===== config.mk =====
export PLATFORM = sky130hd
export DESIGN_NAME = mem_branch_unit
export DESIGN_NICKNAME = d
export VERILOG_FILES = /design/src/rtl/mem_branch_unit_pkg.sv /design/src/rtl/mem_branch_cond.sv /design/src/rtl/mem_branch_unit.sv
export SDC_FILE = /design/constraint.sdc
export NUM_CORES = 1
export LEC_CHECK = 0
export BUFFER_PORTS_ARGS = -buffer_cell sky130_fd_sc_hd__buf_2
export CAP_MARGIN = 20
export CORE_AREA = 2 2 100 150
export CTS_BUF_LIST = sky130_fd_sc_hd__clkbuf_4 sky130_fd_sc_hd__clkbuf_8
export DETAILED_ROUTE_END_ITERATION = 16
export DIE_AREA = 0 0 102 152
export GPL_TIMING_DRIVEN = 0
export PLACE_DENSITY = 0.77
export SLEW_MARGIN = 5
export SYNTH_ARGS = -nofsm -noshare
export SYNTH_HDL_FRONTEND = slang
export SYNTH_SLANG_ARGS = --single-unit

===== constraint.sdc =====
create_clock -name clk -period 3.7 [get_ports clk]
set_clock_uncertainty 0.2 [all_clocks]
set_input_delay 0.925 -clock clk [delete_from_list [all_inputs] [get_ports clk]]
set_output_delay 0.925 -clock clk [all_outputs]
set_load 0.02 [all_outputs]

===== src/rtl/mem_branch_unit_pkg.sv =====
// Shared encodings for the memory-conditional branch unit.
package mem_branch_unit_pkg;

   // Branch condition applied to the loaded word
   typedef enum logic [1:0] {
      BrBmz   = 2'b00,  // mem == 0
      BrBmnz  = 2'b01,  // mem != 0
      BrBmltz = 2'b10,  // mem < 0, signed
      BrBmgez = 2'b11   // mem >= 0, signed
   } br_mode_e;

   // Sequencer states
   typedef enum logic [1:0] {
      StIdle    = 2'b00,
      StReq     = 2'b01,
      StWait    = 2'b10,
      StResolve = 2'b11
   } state_e;

endpackage


===== src/rtl/mem_branch_cond.sv =====
// Combinational branch condition: decides taken from the loaded word and mode.
module mem_branch_cond
   import mem_branch_unit_pkg::*;
#(
   parameter int unsigned WIDTH = 32
) (
   input  logic [WIDTH-1:0] word,
   input  br_mode_e         mode,
   output logic             taken
);

   // Signed tests only need the sign bit
   always_comb begin
      taken = 1'b0;
      unique case (mode)
         BrBmz:   taken = (word == '0);
         BrBmnz:  taken = (word != '0);
         BrBmltz: taken = word[WIDTH-1];
         BrBmgez: taken = ~word[WIDTH-1];
         default: taken = 1'b0;
      endcase
   end

endmodule


===== src/rtl/mem_branch_unit.sv =====
// Memory-conditional branch unit: loads one word, tests it, and picks the next PC.
module mem_branch_unit
   import mem_branch_unit_pkg::*;
#(
   parameter int unsigned WIDTH   = 32,
   parameter int unsigned TIMEOUT = 15
) (
   input  logic             clk,
   input  logic             reset,
   input  logic             start,
   input  logic [1:0]       mode,
   input  logic [WIDTH-1:0] base,
   input  logic [15:0]      offset,
   input  logic [WIDTH-1:0] pc_plus4,
   input  logic [WIDTH-1:0] target,
   output logic             mem_req,
   output logic [WIDTH-1:0] mem_addr,
   input  logic             mem_ready,
   input  logic [WIDTH-1:0] mem_rdata,
   output logic             busy,
   output logic             done,
   output logic             taken,
   output logic [WIDTH-1:0] next_pc,
   output logic             error
);

   localparam int unsigned CntW = (TIMEOUT < 1) ? 1 : $clog2(TIMEOUT + 1);

   state_e           state_q, state_d;
   br_mode_e         mode_q, mode_d;
   logic [WIDTH-1:0] addr_q, addr_d;
   logic [WIDTH-1:0] target_q, target_d;
   logic [WIDTH-1:0] pc4_q, pc4_d;
   logic [CntW-1:0]  cnt_q, cnt_d;
   logic             taken_q, taken_d;
   logic             error_q, error_d;
   logic [WIDTH-1:0] next_pc_q, next_pc_d;

   logic [WIDTH-1:0] eff_addr;
   logic             cond_taken;

   // Effective address wraps modulo 2^WIDTH
   assign eff_addr = base + {{(WIDTH - 16){offset[15]}}, offset};

   // Condition is evaluated on the word in the cycle it is accepted
   mem_branch_cond #(
      .WIDTH (WIDTH)
   ) u_cond (
      .word  (mem_rdata),
      .mode  (mode_q),
      .taken (cond_taken)
   );

   // Next-state logic; results are latched on entry to resolve so they hold until the next done
   always_comb begin
      state_d   = state_q;
      mode_d    = mode_q;
      addr_d    = addr_q;
      target_d  = target_q;
      pc4_d     = pc4_q;
      cnt_d     = cnt_q;
      taken_d   = taken_q;
      error_d   = error_q;
      next_pc_d = next_pc_q;

      unique case (state_q)
         StIdle: begin
            if (start) begin
               mode_d   = br_mode_e'(mode);
               addr_d   = eff_addr;
               target_d = target;
               pc4_d    = pc_plus4;
               cnt_d    = '0;
               if (eff_addr[1:0] != 2'b00) begin
                  state_d   = StResolve;
                  taken_d   = 1'b0;
                  error_d   = 1'b1;
                  next_pc_d = pc_plus4;
               end else begin
                  state_d = StReq;
               end
            end
         end
         StReq, StWait: begin
            if (mem_ready) begin
               state_d   = StResolve;
               taken_d   = cond_taken;
               error_d   = 1'b0;
               next_pc_d = cond_taken ? target_q : pc4_q;
            end else if (cnt_q == CntW'(TIMEOUT)) begin
               state_d   = StResolve;
               taken_d   = 1'b0;
               error_d   = 1'b1;
               next_pc_d = pc4_q;
            end else begin
               state_d = StWait;
               cnt_d   = cnt_q + CntW'(1);
            end
         end
         StResolve: state_d = StIdle;
         default:   state_d = StIdle;
      endcase
   end

   // State and result registers with synchronous reset
   always_ff @(posedge clk) begin
      if (reset) begin
         state_q   <= StIdle;
         mode_q    <= BrBmz;
         addr_q    <= '0;
         target_q  <= '0;
         pc4_q     <= '0;
         cnt_q     <= '0;
         taken_q   <= 1'b0;
         error_q   <= 1'b0;
         next_pc_q <= '0;
      end else begin
         state_q   <= state_d;
         mode_q    <= mode_d;
         addr_q    <= addr_d;
         target_q  <= target_d;
         pc4_q     <= pc4_d;
         cnt_q     <= cnt_d;
         taken_q   <= taken_d;
         error_q   <= error_d;
         next_pc_q <= next_pc_d;
      end
   end

   assign mem_req  = (state_q == StReq) || (state_q == StWait);
   assign mem_addr = addr_q;
   assign busy     = (state_q != StIdle);
   assign done     = (state_q == StResolve);
   assign taken    = taken_q;
   assign next_pc  = next_pc_q;
   assign error    = error_q;

endmodule


---- Yosys cells after proc, flatten, opt, wreduce, memory -nomap -nowiden ----
Index checks and enable logic that the tools add are counted.
cells by class
  eq/ne operators ......................... 12
  bitwise gates (word level) .............. 1
  add/sub/neg operators ................... 2
  reduce and logical (&&, ||, !) cells .... 12
  mux-type cells .......................... 26
operators by type and width
  operator                                                         number
  32-bit two-way mux                                               5
  32-bit one-hot mux with 2 select lines                           1
  32-bit adder                                                     1
  32-bit zero test                                                 1
  32-bit nonzero test                                              1
  4-bit two-way mux                                                3
  1-bit two-way mux                                                10
  2-bit == test, second input constant                             4
  2-bit != test, second input constant                             4
  4-bit one-hot mux with 2 select lines                            1
  4-bit AND reduction                                              2
  2-bit one-hot mux with 3 select lines                            1
  2-bit nonzero test                                               3
  4-bit by 1-bit adder with 4-bit output, second input constant    1
  2-bit by 1-bit == test with 1-bit output, second input constant  2
  4-bit == test, second input constant                             1
  2-bit zero test                                                  2
  2-bit two-way mux                                                2
  1-bit one-hot mux with 2 select lines                            2
  1-bit one-hot mux with 4 select lines                            1
  3-bit != test, second input constant                             1
  2-bit AND reduction                                              1
  2-bit OR reduction                                               1
  1-bit logical OR                                                 1
  1-bit inverter                                                   1
word-level totals
  word-level logic and storage cells ...... 62
  register bits after elaboration ......... 138
  bits of input ports ..................... 150

---- Longest topological paths before layout ----
Gate-level depths: netlist of the first run.
  depth in word-level cells ............... 5
  depth in mapped cells ................... 11
  gate-level depth less buffers ........... 11

---- By module ----
A second synthesis of the first run with hierarchy kept.
unflattened totals
  cell total of the unflattened synthesis .. 966
  area, all modules ....................... 7305.8 µm²
by module, submodules not included
  module           cells an instance  area an instance (µm²)  instances
  mem_branch_unit  951                7206.9                  1
  mem_branch_cond  15                 98.8                    1

---- Least setup slack after synthesis of the first run ----
No wires, ideal clock.
  path type ............................... input -> register
  from .................................... input offset[0]
  to ...................................... register addr_q[26], in the netlist mem_addr[26]
  setup time .............................. 129 ps
  setup slack ............................. 514 ps
  arrival time ............................ 2857 ps
  stages .................................. 11
  cell sequence ........................... ha_1 inv_1 fa_1 nor2b_1 o31a_1 a21oi_2 o211ai_1 a41oi_1 o21ai_0 xnor2_1 o21ai_0
on the way
  longest elaborated chain between the ends .. 1
RTL lines
  item                    line                    text
  start: declaration      mem_branch_unit.sv:13   input logic [15:0] offset,
  32-bit adder            mem_branch_unit.sv:43   assign eff_addr = base + {{(WIDTH - 16){offset[15]}}, offset};
  end signal: assignment  mem_branch_unit.sv:120  addr_q <= addr_d;
  end: declaration        mem_branch_unit.sv:31   logic [WIDTH-1:0] addr_q, addr_d;
No other way between the ends.
A chain may end at the register's enable or synchronous reset.

---- Final worst setup path of the first run ----
  from .................................... input offset[0]
  to ...................................... register addr_q[30], in the netlist mem_addr[30]
Same word-level chain as after synthesis.

==> qor.txt, run 1 <==
Post-DP HPWL - 16.0 mm
Reg area - 2760 µm²
Fin crit share - 0.914
Core region area - 14300 µm²
PwrDens - 570 nW/µm²
Area delta synth->final - 25.2%
Clock network fraction of design power - 0.268
Number of distinct library cells after synthesis - 56
P_int - 3040 µW
Most common cell after layout, fill and taps aside - buf_2
Kind of critical path - input port to flop
Synth Register Bits - 138
I/O pin cnt - 219
Vias in the first global route - 6977
Worst vdd ir - 252 µV
Sw frac - 0.390
Most frequent cells in the layout - 219 x buf_2, 193 x nand2_1, 138 x dfxtp_1
Post-route cell area - 8750 µm²
Warnings, synthesis - 0
Synth Area in Compound Gates - 0.229
CP endpoint kind - flop
Seq/Total Area, Yosys - 0.395
Synthesized Nets - 1059
Startpoint Class - input port
Max-cap violations - 0
Fmax - 296 MHz
Top cell type's share of synthesized area - 0.395
Crit path required time - 3.82 ns
Mapped cell area - 6990 µm²
Final Hold Fails - 0
Post-route ant nets - 0
DR DRC count - 0
TritonCTS clock tree - done
Main synth FF type - dfxtp_1
EDFF count, synth - 0
Drt first pass iters - 4
CP Max Fanout - 5
Routed WL - 21.2 mm
Die area - 15500 µm²
Clock Path Buffers - 2
Largest net degree at the start of global routing - 18
Port Buffers - 217
Fillers - 1384
Share of post-route cells with drive strength above 1 - 0.233
Placed cells - 1286
Largest family of logic cells by synthesized area - compound AO/OA/AOI/OAI gates
DRT iter0 DRCs - 270
HP Class - flop to flop
Avg Cell Area, Syn - 8.01 µm²
Multi-input logic area - 3940 µm²
Die width - 102 µm
P_sw - 1940 µW
Total GRT Usage - 0.267
CTS Buf Count - 17
Final Wtd Congestion - 0.956
Initial antenna violation count - 2
Area leader, netlist - dfxtp_1
Post-CTS setup buffers - 0
# clock sinks - 138
Post-cts sizing count - 0
NumNets Final - 1295
Comb power frac - 0.353
Post-Synth Adder-Cell Area - 0.0655
Clock-pin slew on the worst setup and hold paths - 0.09 ns
Synth Area in Simple Gates - 0.188
Setup violators final - 0
Post-synthesis xor/xnor area fraction - 0.0301
Sequential share of power - 0.379
Die Ht - 152 µm
Top cells by area, synth - dfxtp_1 40%, nand2_1 10%, a21oi_1 9.0%, ha_1 6.3%, mux2i_1 5.0%
H-tree Lvls - 4
RSZ-0062 raised after global routing - false
Async SR Flop Fraction - 0
Worst skew pair latency - 0.44 ns
Mux share of post-synthesis cell area - 0.0501
Dpl cell area - 8320 µm²
Worst Tran Pin Value - 0.874 ns
Slew margin rel. - 0.412
Vias per cell - 5.44
Grt total ovfl - 0
Worst path arrival time - 3.50 ns
Starting Density - 0.488
Final min period - 3.38 ns
Mapped Cells - 873
Status - finished, final reports clean
Leak Pwr - 0.00394 µW
CTS Hold Bufs - 0
Final Max Slew Viols - 0
Wirelength per Cell - 16.0 µm
Number of placement rows - 54
Global-route wire length before repair - 33.0 mm
CTS Root Cell - clkbuf_8
Fin util - 0.611
Non-filler instance count after layout - 1320
Via Count - 7181
[registers in the layout, summed over array words and instances (netlist names)]
register	flops
mem_addr	32
next_pc	32
pc4_q	32
target_q	32
cnt_q	4
mode_q	2
state_q	2
error	1
taken	1
[power by group through the flow]
| stage | combinational [µW] | sequential [µW] | clock (µW) |
|---|---|---|---|
| floorplan | 1000 | 2070 | 0 |
| global placement | 1740 | 1910 | 0 |
| detailed placement | 1760 | 1920 | 0 |
| CTS | 1770 | 1890 | 1340 |
| global route | 1940 | 1920 | 1410 |
| finish | 1760 | 1890 | 1340 |
[metrics by stage]
step | setup TNS, ns | setup slack, ns | hold WS, ns | total power (µW)
floorplan | 0 | 0.514 | 0.236 | 3070
global placement | -0.392 | -0.191 | 0.233 | 3650
detailed placement | -0.356 | -0.162 | 0.239 | 3680
CTS | 0 | 0.315 | 0.258 | 5000
global route | 0 | 0.111 | 0.272 | 5260
finish | 0 | 0.319 | 0.256 | 4990
[area by class of cell]
class / count / area share
multi-input cells: 664 / 0.450
flip-flops and latches: 138 / 0.316
repair buffers: 217 / 0.124
well taps: 196 / 0.0280
clock buffers: 18 / 0.0276
plain buffers: 55 / 0.0265
clock inverters: 14 / 0.0207
inverters: 16 / 0.00686
diodes: 2 / 0.000572
[routing by layer]
layer / track usage / vias up / share of wire
met5: 0 / - / 0
met4: 0.132 / 0 / 0.036
met3: 0.0451 / 56 / 0.053
met2: 0.476 / 241 / 0.52
met1: 0.298 / 3317 / 0.39
li1: - / 3567 / -
[logic make-up after synthesis]
| family | after synthesis |
|---|---|
| AND/OR/NAND/NOR | 298 |
| AO/OA/AOI/OAI | 271 |
| XOR/XNOR | 24 |
| flip-flops | 138 |
| adder cells (fa/ha/maj) | 36 |
| multiplexers | 35 |
| buffers and inverters | 71 |
[worst max-delay path, cell delays in order]
cell      delay, ns
buf_2          0.08
ha_1           0.17
inv_1          0.06
fa_1           0.39
nor2b_1        0.19
o31a_1         0.22
a21oi_2        0.12
o211ai_1       0.49
a41oi_1        0.34
o21ai_0        0.30
xnor2_1        0.14
o21ai_0        0.08
[path summary, 6_finish.rpt]
check	startpoint	to	slack, ns	cells after the start
max reg2reg	state_q[0]	next_pc[26]	0.79	7
max	offset[0]	mem_addr[30]	0.32	12
min reg2reg	target_q[29]	target_q[29]	0.26	2
min	target_q[29]	target_q[29]	0.26	2
[synthesized netlist by cell type, types with 7 or more instances]
cell type  count
a21oi_1      126
a22oi_1       33
clkbuf_1      44
dfxtp_1      138
ha_1          35
inv_1         16
mux2i_1       35
nand2_1      193
nand2b_1       7
nand3_1        9
nand4_1        8
nor2_1        32
nor2b_1        7
nor3_1         7
nor4_1        11
o21ai_0       50
o21ai_1        9
xnor2_1       15
xor2_1         9
Note: power is estimated with default switching activity, not from simulation.
==> run 2: changes to the inputs <==
Settings changed: RECOVER_POWER set to 50.
==> qor.txt, run 2 (synthesis results as in run 1) <==
Status - finished, final reports clean
Most common cell after layout, fill and taps aside - nand2_1
Hold Crit Depth - 2 (unchanged)
Crit-path max cell delay - 0.49 ns (about the same)
Share of post-route cells with drive strength above 1 - 0.171 (-0.0615)
Area delta synth->final - 23.9%
Core region area - 14300 µm² (unchanged)
Hold endpoint - target_q[29]
Final Wtd Congestion - 0.956 (unchanged)
DRT met1 WL - 8.16 mm (-0.48%)
Dpl cell area - 8320 µm² (unchanged)
Startpoint Class - input port
DR DRC count - 0 (unchanged)
Largest net degree at the start of global routing - 18 (unchanged)
Clock Path Buffers - 2 (unchanged)
Reg2Reg Setup Slack - 0.81 ns (+0.02 ns)
Global-route wire length before repair - 33.0 mm (unchanged)
Most frequent cells in the layout - 193 x nand2_1, 150 x buf_2, 138 x dfxtp_1
Cell mode on critical path - o21ai_0
Worst skew pair latency - 0.44 ns (about the same)
Grt total ovfl - 0 (unchanged)
Kind of critical path - input port to flop
Worst reg2reg path depth - 7 (unchanged)
CP Buf/Inv Count - 2 (unchanged)
RSZ-0062 raised after global routing - false
Via Count - 7180 (-0.014%)
Multi-input logic area - 3940 µm² (unchanged)
NumNets Final - 1295 (unchanged)
# clock sinks - 138 (unchanged)
WL met3 - 1.14 mm (+0.98%)
Vias in the first global route - 6977 (unchanged)
H-tree Lvls - 4 (unchanged)
Fmax - 295 MHz (-0.36%)
PwrDens - 571 nW/µm² (+0.18%)
Die width - 102 µm (unchanged)
CTS Root Cell - clkbuf_8
Reg area - 2760 µm² (unchanged)
Port Buffers - 217 (unchanged)
Worst path arrival time - 3.51 ns (about the same)
Post-route cell area - 8660 µm² (-0.99%)
Slowest CP cell - o211ai_1
Final min period - 3.39 ns (+0.0121 ns)
Post-DP HPWL - 16.0 mm (unchanged)
CP Max Fanout - 5 (unchanged)
Setup WS post-layout - 0.307 ns (-0.0121 ns)
CTS Buf Count - 17 (unchanged)
Worst hold path startpoint - target_q[29]
CTS Hold Bufs - 0 (unchanged)
Post-route ant nets - 0 (unchanged)
Clock-pin slew on the worst setup and hold paths - 0.09 ns (about the same)
Fin crit share - 0.917 (+0.00326)
Starting Density - 0.488 (unchanged)
Slew margin rel. - 0.432 (+0.0199)
Top Layer Used - met4
Drt first pass iters - 5 (+1)
Pre-CTS setup slack - -0.162 ns (unchanged)
Fillers - 1413 (+2.1%)
DRT iter0 DRCs - 274 (+1.5%)
Number of placement rows - 54 (unchanged)
Total GRT Usage - 0.267 (unchanged)
Final Hold Fails - 0 (unchanged)
Worst vdd ir - 251 µV (-0.32%)
HP Class - flop to flop
Max-cap violations - 0 (unchanged)
Wirelength per Cell - 16.0 µm (about the same)
Vias per cell - 5.44 (about the same)
Crit path required time - 3.82 ns (about the same)
I/O pin cnt - 219 (unchanged)
Die area - 15500 µm² (unchanged)
Die Ht - 152 µm (unchanged)
Final Max Slew Viols - 0 (unchanged)
Post-cts sizing count - 0 (unchanged)
Routed WL - 21.2 mm (about the same)
Leak Pwr - 0.00366 µW (-7.2%)
Total power - 4950 µW (-0.80%)
Worst r2r dst - next_pc[26]
CP cell instances - buf_2 -> ha_1 -> inv_1 -> fa_1 -> nor2b_1 -> o31a_1 -> a21oi_2 -> o211ai_1 -> a41oi_1 -> o21ai_0 -> xnor2_1 -> o21ai_0
TritonCTS clock tree - done
Worst Tran Pin Value - 0.844 ns (-0.0295 ns)
Launching point of the worst reg2reg path - state_q[1]
Initial antenna violation count - 2 (unchanged)
Top Family by Delay on Critical Path - compound AO/OA/AOI/OAI gates
Setup violators final - 0 (unchanged)
Post-CTS setup buffers - 0 (unchanged)
CP endpoint kind - flop
WL met2 - 11.1 mm (-0.18%)
==> run 2: cell count changes in the layout (fill, tap and decap cells not counted) <==
cell,before,now
and2_0,0,1
and2_1,4,3
buf_1,6,3
buf_2,219,150
clkbuf_1,44,116
==> run 2: how the worst max path moves through the flow <==
| stage | start | to | cells past startpoint |
|---|---|---|---|
| after CTS | offset[0] | mem_addr[30] | 12 |
| after detailed placement | offset[0] | mem_addr[30] | 12 |
| after global routing | offset[0] | mem_addr[30] | 12 |
| after global placement | offset[0] | mem_addr[30] | 12 |
| final | offset[0] | mem_addr[30] | 12 |
| after floorplan | offset[0] | mem_addr[26] | 11 |
==> run 2: layout make-up <==
class,instances,share of cell area
antenna,2,0.000578
buffer,55,0.0267
clock buffer,18,0.0279
clock inverter,14,0.0209
inverter,16,0.00693
multi-input combinational,664,0.454
sequential,138,0.319
tap,196,0.0283
timing repair buffer,217,0.115
==> run 2: layer usage <==
metal	vias to the layer above	GRT usage
met2	244	0.476
li1	3564	-
met1	3314	0.298
met5	-	0
met3	58	0.0451
met4	0	0.132
==> run 2: worst register-to-register path: cells and delay by family, from the launching register on <==
family	cells	cell delay [ns]
flip-flops	1	0.37
adder cells (fa/ha/maj)	1	0.35
AND/OR/NAND/NOR	1	0.79
AO/OA/AOI/OAI	2	0.29
buffers and inverters	3	0.82
==> run 2: power breakdown <==
group          internal [µW]  switching [µW]  leakage, µW
combinational            560            1160      0.00232
sequential              1750             145      0.00113
clock                    689             643     0.000213
==> run 2: stage by stage <==
stage	hold WS, ns	std cells	util	TNS, ns
after global routing	0.273	1320	0.605	0
after floorplan	0.236	873	-	0
after detailed placement	0.239	1286	0.581	-0.356
final	0.255	1320	0.605	0
after CTS	0.258	1318	0.611	0
after global placement	0.233	1286	0.581	-0.392
==> run 3: changes to the inputs <==
Settings changed: ABC_AREA set to 1, CORE_AREA 2 2 100 150 to 2 2 106 160, DIE_AREA 0 0 102 152 to 0 0 108 162, PLACE_DENSITY 0.77 to 0.76.
==> qor.txt, run 3 <==
Status - finished, final reports clean
CP Max Fanout - 5 (unchanged)
Synth Register Bits - 138 (unchanged)
Crit-path max cell delay - 0.56 ns (+0.07 ns)
Top cell type's share of synthesized area - 0.348 (-0.0470)
Largest net degree at the start of global routing - 18 (unchanged)
Worst vdd ir - 321 µV (+28%)
Setup violators final - 0 (unchanged)
Warnings, synthesis - 0 (unchanged)
Worst path arrival time - 3.13 ns (-0.38 ns)
Share of post-route cells with drive strength above 1 - 0.167 (-0.00422)
Hold_ws - 0.257 ns (+0.00123 ns)
Final Hold Fails - 0 (unchanged)
H-tree Lvls - 4 (unchanged)
Top Family by Delay on Critical Path - simple AND/OR/NAND/NOR gates
Area delta synth->final - 20.3%
Fmax - 334 MHz (+13%)
Number of distinct library cells after synthesis - 41 (-27%)
Final min period - 2.99 ns (-0.399 ns)
CP Buf/Inv Count - 3 (+1)
Crit path required time - 3.84 ns (+0.02 ns)
Core region area - 16000 µm² (+12%)
Avg Cell Area, Syn - 6.84 µm² (-15%)
Pre-CTS setup slack - 0.422 ns (+0.584 ns)
Clock Path Buffers - 2 (unchanged)
Seq/Total Area, Yosys - 0.348 (-0.0470)
EDFF count, synth - 0 (unchanged)
Final TNS setup - 0 ns (unchanged)
# clock sinks - 138 (unchanged)
GR Util met3 - 0.0417 (-0.00334)
CTS Root Cell - clkbuf_8
Fin util - 0.595 (-0.00990)
Post-route ant nets - 0 (unchanged)
Count leader, synth - nand2_1
TritonCTS clock tree - done
HP Class - flop to flop
Final Max Slew Viols - 0 (unchanged)
PwrDens - 661 nW/µm² (+16%)
Drt first pass iters - 5 (unchanged)
Total GRT Usage - 0.286 (+0.0190)
Mapped cell area - 7940 µm² (+13%)
Fillers - 1627 (+15%)
Slowest CP cell - o21ai_0
Met1 Use GR - 0.298 (about the same)
Global-route wire length before repair - 39.1 mm (+19%)
ANT cells - 0 (-2)
NumNets Final - 1581 (+22%)
Worst Tran Pin Value - 0.689 ns (-0.155 ns)
Via Count - 8606 (+20%)
Slew margin rel. - 0.541 (+0.109)
Post-cts sizing count - 0 (unchanged)
Starting Density - 0.495 (+0.00638)
Max-cap violations - 0 (unchanged)
Initial antenna violation count - 0 (-2)
Vias per cell - 5.33 (-2.0%)
Number of placement rows - 57 (+5.6%)
Grt total ovfl - 0 (unchanged)
Post-DP HPWL - 19.8 mm (+24%)
DRT iter0 DRCs - 463 (+69%)
Top cells by area, synth - dfxtp_1 35%, a21oi_1 9.3%, o21ai_0 9.0%, nand2_1 7.5%, inv_1 6.8%
Wirelength per Cell - 15.6 µm (-3.0%)
Top post-synthesis cells by count - 158 x nand2_1, 147 x a21oi_1, 144 x inv_1
CTS Hold Bufs - 0 (unchanged)
Final Wtd Congestion - 0.994 (+3.9%)
Clock-pin slew on the worst setup and hold paths - 0.10 ns (about the same)
Die width - 108 µm (+5.9%)
CP cell instances - buf_2 -> ha_1 -> inv_1 -> fa_1 -> o21ai_0 -> nand2_1 -> nand2_1 -> nand2_1 -> nand2_1 -> nand3b_1 -> nand2_1 -> nor2_1 -> o21ai_0 -> inv_1
Routed WL - 25.1 mm (+19%)
Kind of critical path - input port to flop
Leak Pwr - 0.00439 µW (+20%)
Die Ht - 162 µm (+6.6%)
Synthesized Nets - 1346 (+27%)
Most frequent cells in the layout - 158 x nand2_1, 156 x buf_2, 147 x a21oi_1
CTS Buf Count - 17 (unchanged)
Fin crit share - 0.809 (-0.108)
Async SR Flop Fraction - 0 (unchanged)
Worst skew pair latency - 0.46 ns (+0.02 ns)
RSZ-0062 raised after global routing - false
Setup WS post-layout - 0.706 ns (+0.399 ns)
I/O pin cnt - 219 (unchanged)
Global route hottest layer - met2
DR DRC count - 0 (unchanged)
Main synth FF type - dfxtp_1
CP endpoint kind - flop
Vias in the first global route - 8296 (+19%)
Die area - 17500 µm² (+13%)
Mapped Cells - 1160 (+33%)
Post-CTS setup buffers - 0 (unchanged)
GR Util met2 - 0.536 (+0.0599)
Cell mode on critical path - nand2_1
Area leader, netlist - dfxtp_1
Startpoint Class - input port
Port Buffers - 216 (-0.46%)
Most common cell after layout, fill and taps aside - nand2_1
-- run 3: cell types whose count changed after synthesis, moves of 28 or more --
cell	previous run	this run
inv_1	16	144
nand4_1	8	36
nand2_1	193	158
a22oi_1	33	0
nor2_1	32	128
o21ai_0	50	143
mux2i_1	35	0
nand3_1	9	75
-- run 3: per-stage QoR --
stage	instance area, µm²	cells	power (µW)
2_1_floorplan	7940	1160	4260
3_3_place_gp	9270	1582	5150
3_5_place_dp	9270	1582	5210
4_1_cts	9640	1614	6400
5_1_grt	9550	1614	6770
6_report	9550	1614	6310
-- run 3: final timing paths --
path	start	to	slack, ns	depth (start not counted)
setup / recovery	offset[0]	mem_addr[26]	0.71	14
hold / removal	pc4_q[9]	pc4_q[9]	0.26	2
setup reg to reg	state_q[0]	next_pc[13]	1.03	10
hold reg to reg	pc4_q[9]	pc4_q[9]	0.26	2
-- run 3: report_power, final --
part           total, µW  internal (µW)  switching [µW]
sequential          2110           1930             182
combinational       3010            912            2100
clock               1190            496             691
total               6310           3340            2970
-- run 3: kinds of logic after synthesis --
| group | Yosys count | share of synthesized area |
|---|---|---|
| AO/OA/AOI/OAI | 345 | 0.240 |
| XOR/XNOR | 16 | 0.0177 |
| adder cells (fa/ha/maj) | 36 | 0.0577 |
| buffers and inverters | 209 | 0.108 |
| flip-flops | 138 | 0.348 |
| AND/OR/NAND/NOR | 416 | 0.228 |
-- run 3: per-layer routing --
metal | vias to the layer above | share of wire
met4 | 0 | 0.052
met2 | 286 | 0.53
li1 | 4342 | -
met5 | - | 0
met3 | 83 | 0.048
met1 | 3895 | 0.37
-- run 3: worst reg2reg max path, delay by kind of cell, from the launching register on --
family	cells	cell delay, ns
adders and majority gates	1	0.38
AOI/OAI and AO/OA	3	0.61
buffers and inverters	4	0.64
DFF	1	0.36
and+or+nand+nor	2	0.38
-- run 3: final cells by class --
class / instances / area, µm² / area share
buffer: 62 / 309 / 0.0324
clock buffer: 18 / 241 / 0.0253
clock inverter: 14 / 124 / 0.0130
inverter: 147 / 552 / 0.0578
multi-input combinational: 813 / 4300 / 0.451
sequential: 138 / 2760 / 0.289
tap: 206 / 258 / 0.0270
timing repair buffer: 216 / 997 / 0.104
